File: config.mk
export PLATFORM = sky130hd
export DESIGN_NAME = game_flow_ctrl
export DESIGN_NICKNAME = d
export VERILOG_FILES = /design/src/rtl/game_flow_ctrl_pkg.sv /design/src/rtl/game_flow_ctrl_level_timer.sv /design/src/rtl/game_flow_ctrl.sv
export SDC_FILE = /design/constraint.sdc
export NUM_CORES = 1
export LEC_CHECK = 0
export CAP_MARGIN = 20
export CORE_AREA = 8 8 67 69
export CTS_CLUSTER_DIAMETER = 100
export DETAILED_ROUTE_END_ITERATION = 8
export DIE_AREA = 0 0 75 77
export GPL_TIMING_DRIVEN = 0
export PLACE_DENSITY = 0.76
export SKIP_CTS_REPAIR_TIMING = 1
export SYNTH_ARGS = -nofsm -noshare
export SYNTH_HDL_FRONTEND = slang
export SYNTH_SLANG_ARGS = --single-unit
export TNS_END_PERCENT = 30
File: constraint.sdc
create_clock -name clk -period 2.2 [get_ports clk]
set_input_delay 0.55 -clock clk [delete_from_list [all_inputs] [get_ports clk]]
set_output_delay 0.55 -clock clk [all_outputs]
set_load 0.01 [all_outputs]
File: src/rtl/game_flow_ctrl_pkg.sv
// Shared game definitions: state encoding and gameplay timing constants.
package game_flow_ctrl_pkg;

  typedef enum logic [2:0] {
    ST_IDLE  = 3'd0,
    ST_PLAY  = 3'd1,
    ST_DYING = 3'd2,
    ST_OVER  = 3'd3,
    ST_WIN   = 3'd4
  } game_state_t;

  localparam logic [1:0] LIVES_INIT     = 2'd3;
  localparam logic [8:0] TIME_INIT      = 9'd300;
  localparam logic [5:0] FRAMES_PER_SEC = 6'd60;
  localparam logic [6:0] DEATH_FRAMES   = 7'd120;
  localparam int         START_BIT      = 5;

endpackage

File: src/rtl/game_flow_ctrl_level_timer.sv
// Level countdown: divides frame ticks into seconds and counts time_left down,
// flagging the tick that takes the last second to zero.
module level_timer
  import game_flow_ctrl_pkg::*;
(
  input  logic       clk,
  input  logic       rst,
  input  logic       load,
  input  logic       enable,
  input  logic       frame_tick,
  output logic [8:0] time_left,
  output logic       expire
);

  logic [5:0] frame_cnt;
  logic       sec_done;

  assign sec_done = enable && frame_tick && (frame_cnt == FRAMES_PER_SEC - 6'd1);
  // Combinational so the controller leaves PLAY on the very tick that hits zero.
  assign expire   = sec_done && (time_left == 9'd1);

  always_ff @(posedge clk) begin
    if (rst) begin
      frame_cnt <= '0;
      time_left <= '0;
    end else if (load) begin
      frame_cnt <= '0;
      time_left <= TIME_INIT;
    end else if (enable && frame_tick) begin
      if (sec_done) begin
        frame_cnt <= '0;
        if (time_left != 9'd0) begin
          time_left <= time_left - 9'd1;
        end
      end else begin
        frame_cnt <= frame_cnt + 6'd1;
      end
    end
  end

endmodule

File: src/rtl/game_flow_ctrl.sv
// Top-level game flow: start/play/death/game-over/win sequencing, lives
// bookkeeping and level restart pulses; every output is registered.
module game_flow_ctrl
  import game_flow_ctrl_pkg::*;
(
  input  logic       clk,
  input  logic       rst,
  input  logic [5:0] movement,
  input  logic       frame_tick,
  input  logic       mario_dead,
  input  logic       flag_reached,
  input  logic       Win_end,
  input  logic       E_end,
  output logic       over,
  output logic       success,
  output logic       playing,
  output logic       freeze,
  output logic       level_rst,
  output logic [1:0] lives,
  output logic [8:0] time_left
);

  game_state_t state, next_state;
  logic        start_prev;
  logic        start_evt;
  logic [6:0]  death_cnt, death_cnt_nxt;
  logic [1:0]  lives_nxt;
  logic        level_rst_nxt;
  logic        timer_load;
  logic        timer_enable;
  logic        timer_expire;
  logic        death_done;
  logic        unused_movement;

  assign start_evt       = movement[START_BIT] && !start_prev;
  assign death_done      = frame_tick && (death_cnt == DEATH_FRAMES - 7'd1);
  assign unused_movement = ^(movement & ~(6'b1 << START_BIT));

  // A tick arriving with a death or flag event belongs to the new state, not the clock.
  assign timer_enable = (state == ST_PLAY) && !flag_reached && !mario_dead;

  level_timer u_level_timer (
    .clk        (clk),
    .rst        (rst),
    .load       (timer_load),
    .enable     (timer_enable),
    .frame_tick (frame_tick),
    .time_left  (time_left),
    .expire     (timer_expire)
  );

  always_comb begin
    next_state    = state;
    lives_nxt     = lives;
    death_cnt_nxt = '0;
    timer_load    = 1'b0;
    level_rst_nxt = 1'b0;
    unique case (state)
      ST_IDLE: begin
        if (start_evt) begin
          next_state    = ST_PLAY;
          lives_nxt     = LIVES_INIT;
          timer_load    = 1'b1;
          level_rst_nxt = 1'b1;
        end
      end
      ST_PLAY: begin
        if (flag_reached) begin
          next_state = ST_WIN;
        end else if (mario_dead || timer_expire) begin
          next_state = ST_DYING;
        end
      end
      ST_DYING: begin
        if (death_done) begin
          if (lives <= 2'd1) begin
            lives_nxt  = 2'd0;
            next_state = ST_OVER;
          end else begin
            lives_nxt     = lives - 2'd1;
            timer_load    = 1'b1;
            level_rst_nxt = 1'b1;
            next_state    = ST_PLAY;
          end
        end else if (frame_tick) begin
          death_cnt_nxt = death_cnt + 7'd1;
        end else begin
          death_cnt_nxt = death_cnt;
        end
      end
      ST_OVER: begin
        if (start_evt && E_end) begin
          next_state = ST_IDLE;
        end
      end
      ST_WIN: begin
        if (start_evt && Win_end) begin
          next_state = ST_IDLE;
        end
      end
      default: begin
        next_state = ST_IDLE;
      end
    endcase
  end

  // Status outputs are decoded from next_state so they line up with the registered state.
  always_ff @(posedge clk) begin
    if (rst) begin
      state      <= ST_IDLE;
      start_prev <= 1'b0;
      death_cnt  <= '0;
      lives      <= '0;
      over       <= 1'b0;
      success    <= 1'b0;
      playing    <= 1'b0;
      freeze     <= 1'b0;
      level_rst  <= 1'b0;
    end else begin
      state      <= next_state;
      start_prev <= movement[START_BIT];
      death_cnt  <= death_cnt_nxt;
      lives      <= lives_nxt;
      over       <= (next_state == ST_OVER);
      success    <= (next_state == ST_WIN);
      playing    <= (next_state == ST_PLAY);
      freeze     <= (next_state == ST_DYING);
      level_rst  <= level_rst_nxt;
    end
  end

endmodule
==> out/summary.log <==
[grt] met3 layer usage reported by global route 4.03%
[yosys] flip-flop and latch count after synthesis 33
[pwr] cell-internal power 0.831 mW
[grt] pin count of the biggest net entering global routing 11
[pwr] Worst VDD drop 0.000399 V
[sta] Final Hold Fails 0
[route] vias per cell 5.60
[yosys] asr flop ratio synth 0%
[sta] fraction of the cycle the final worst path needs 93.3%
[floorplan] effective utilization at floorplan 49.2%
[sta] Worst Skew 5.43 ps
[cts] total clock sinks 33
[cts] clock buffer depth 2
[sta] post-route setup TNS 0 ps
[layout] most frequent cells in the layout 33 x sky130_fd_sc_hd__dfxtp_1, 25 x sky130_fd_sc_hd__nor2_1, 23 x sky130_fd_sc_hd__clkdlybuf4s50_1, 14 x sky130_fd_sc_hd__a21oi_1, 10 x sky130_fd_sc_hd__o21ai_0
[floorplan] cell row count 22
[cts] clock tree from TritonCTS done
[pwr] sequential power share 55.8%
[route] Post-DRT Antenna Nets 0
[yosys] post-synthesis cell type count 48
[pwr] clock network fraction of total power 27.7%
[floorplan] area of the placeable core 3500 um^2
[sta] Max Clock Freq 487 MHz
[yosys] count of warnings emitted by yosys 0
[yosys] number of nets in the synthesized netlist 208
[sta] number of max-slew violations in the final report 0
[route] total via count in the routed design 1512
[pwr] power per unit of standard cell area 552 nW/um^2
[placement] Placed Instance Area 2010 um^2
[worst_setup_path] Arrival @ worst endpoint 2290 ps
[layout] count of non-filler cells in the finished layout 270
[grt] wire length of the first global-routing pass 6180 um
[worst_setup_path] critical path startpoint category input port
[worst_setup_path] ordered list of cells on the worst path clkdlybuf4s50_1 -> or4b_2 -> nor2_2 -> a2111oi_2 -> and4bb_2
[cts] clock transition at the registers of the reported paths 100 ps
[grt] M1 GR Usage 15.3%
[sta] post-route minimum period 2050 ps
[grt] Global Route Usage Sum 13.4%
[route] number of DRC markers in iteration 0 73
[yosys] number of flops mapped to enable cells by yosys 0
[pwr] Static Leakage 0.712 nW
[pwr] share of power burned in combinational logic 16.5%
[worst_setup_path] required time worst endpoint 2430 ps
[yosys] combined area of all synthesized cells 1720 um^2
[placement] RD Place Congestion 0.836
[yosys] instance count of the mapped netlist 190
[worst_setup_path] crit-path leading delay family simple AND/OR/NAND/NOR gates
[sta] transition time of the tightest slew-check pin 522 ps
[route] DR DRC count 0
[cts] CTS Root Buffer Type sky130_fd_sc_hd__clkbuf_4
[sta] unrepaired setup endpoints after global routing false
[layout] share of the core filled with cells 59.4%
[layout] Final Cell Area 2080 um^2
[route] Initial DRT Pass Iterations 4
[grt] initial antenna violation count 0
[grt] met2 Use GR 22.1%
[yosys] top flip-flop cell by instance count after synthesis sky130_fd_sc_hd__dfxtp_1
[sta] worst relative slew slack 64.7%
[grt] most crowded layer after global routing met2
[outcome] status finished clean
[pwr] switching power of the nets 0.315 mW
[worst_setup_path] Slowest-stage cell, CP sky130_fd_sc_hd__or4b_2
[cts] number of CTS-inserted buffers 5
[yosys] proportion of synthesized chip area in sequential cells 38.4%
[worst_setup_path] kind of end point of the critical path flop
[layout] diode insertion count for antenna repair 0
[cts] clock insertion delay at the later pin of the skew report 330 ps
[route] Wirelength per Cell 13.4 um
[worst_setup_path] Setup CP Type in -> reg
[run] max_cap viols 0
[floorplan] top-level I/O count 29
[floorplan] floorplan die width 75 um
[placement] total of buffers placed on input and output ports 23
[floorplan] Die Span Y 77 um
[sta] Setup Viol. Count Final 0
[layout] post-synthesis to final-layout area growth 20.8%
[layout] share of final-layout standard cells stronger than drive strength 1 11.3%
[grt] via count of the first global-routing pass 1470
[worst_setup_path] buffers and inverters on the worst path 1
[min_path] Worst Hold Class reg -> reg
[placement] detailed-placement wirelength estimate 2690 um
[pwr] switching share of power 27.5%
[layout] Layout Nets 239
[grt] GRT Residual Overflow 0
[layout] most common cell after layout, fill and taps aside sky130_fd_sc_hd__dfxtp_1
[route] aggregate routed wire length 3610 um
[placement] placed cell count 261
[worst_setup_path] longest individual stage delay on the worst path 640 ps
[floorplan] area of the die 5780 um^2
[cts] number of H-tree levels 2
[worst_setup_path] worst-path fanout max 5
[yosys] Avg Synthesized Cell Area 9.05 um^2
-- synth_stat cells, types with 3 or more instances --
cell	number	share of area (%)
sky130_fd_sc_hd__nand4_1	6	2.2
sky130_fd_sc_hd__nor2_1	26	5.7
sky130_fd_sc_hd__nor3_1	5	1.5
sky130_fd_sc_hd__ha_1	5	3.6
sky130_fd_sc_hd__dfxtp_1	33	38
sky130_fd_sc_hd__nand3_1	5	1.5
sky130_fd_sc_hd__a21oi_1	14	4.1
sky130_fd_sc_hd__xor2_1	5	2.5
sky130_fd_sc_hd__xnor2_1	4	2.0
sky130_fd_sc_hd__o21ai_0	10	2.9
sky130_fd_sc_hd__or4_1	5	2.2
sky130_fd_sc_hd__inv_1	6	1.3
sky130_fd_sc_hd__nand2_1	6	1.3
sky130_fd_sc_hd__and4b_1	3	1.7
sky130_fd_sc_hd__nand4b_1	3	1.5
sky130_fd_sc_hd__nand3b_1	4	1.7
sky130_fd_sc_hd__o31ai_1	4	1.7
sky130_fd_sc_hd__or3_1	5	1.8
-- path summary, 6_finish.rpt --
kind | from | to | slack [ps] | depth (start not counted)
worst min-delay path | u_level_timer.frame_cnt[5]$_SDFFE_PP0P_ | u_level_timer.frame_cnt[5]$_SDFFE_PP0P_ | 500 | 2
worst min register to register | u_level_timer.frame_cnt[5]$_SDFFE_PP0P_ | u_level_timer.frame_cnt[5]$_SDFFE_PP0P_ | 500 | 2
worst max register to register | u_level_timer.time_left[0]$_SDFFE_PP0P_ | u_level_timer.time_left[7]$_SDFFE_PP0P_ | 310 | 6
worst max-delay path | movement[5] | freeze$_SDFF_PP0_ | 150 | 5
-- flip-flops by register name, summed over array words and instances, names as in the netlist --
signal	count
u_level_timer.frame_cnt	6
over	1
playing	1
success	1
start_prev	1
state	3
freeze	1
u_level_timer.time_left	9
level_rst	1
lives	2
death_cnt	7
-- cell type report --
type / instances / area (um^2)
clock buffer: 6 / 41.3
buffer: 4 / 25.0
clock inverter: 2 / 10.0
inverter: 6 / 22.5
tap: 48 / 60.1
timing repair buffer: 24 / 238
sequential: 33 / 661
fill: 336 / 1420
multi-input combinational: 147 / 1020
-- tightest hold or removal path, cell delays in order, from the launching register on --
cell and delay, ps:
sky130_fd_sc_hd__dfxtp_1 340, sky130_fd_sc_hd__o31ai_1 70, sky130_fd_sc_hd__a21oi_1 60
-- stage by stage --
| stage | worst slack, ps | hold WS [ps] | power, mW |
|---|---|---|---|
| after global routing | 78.8 | 534 | 1.21 |
| after detailed placement | -287 | 484 | 0.839 |
| after global placement | -288 | 476 | 0.838 |
| final | 146 | 498 | 1.15 |
| after CTS | 75.8 | 498 | 1.16 |
| after floorplan | 404 | 457 | 0.765 |
-- cell families after synthesis --
kind of cell	count (synthesis)	synth area share [%]
AND/OR/NAND/NOR	92	35.3
AO/OA/AOI/OAI	39	14.2
adder cells (fa/ha/maj)	5	3.64
multiplexers	2	1.16
buffers and inverters	10	2.69
flip-flops	33	38.4
XOR/XNOR	9	4.58
-- power by group through the flow --
stage,clock [mW],sequential (mW),combinational [mW]
global route,0.354,0.644,0.208
CTS,0.334,0.640,0.187
floorplan,0,0.657,0.108
finish,0.318,0.639,0.189
detailed placement,0,0.654,0.185
global placement,0,0.653,0.185
-- layer usage --
| layer | up-vias | share of wire, % |
|---|---|---|
| li1 | 781 | - |
| met1 | 698 | 46 |
| met2 | 25 | 47 |
| met3 | 8 | 4.5 |
| met4 | 0 | 1.8 |
| met5 | - | 0 |
Note: power is estimated with default switching activity, not from simulation.
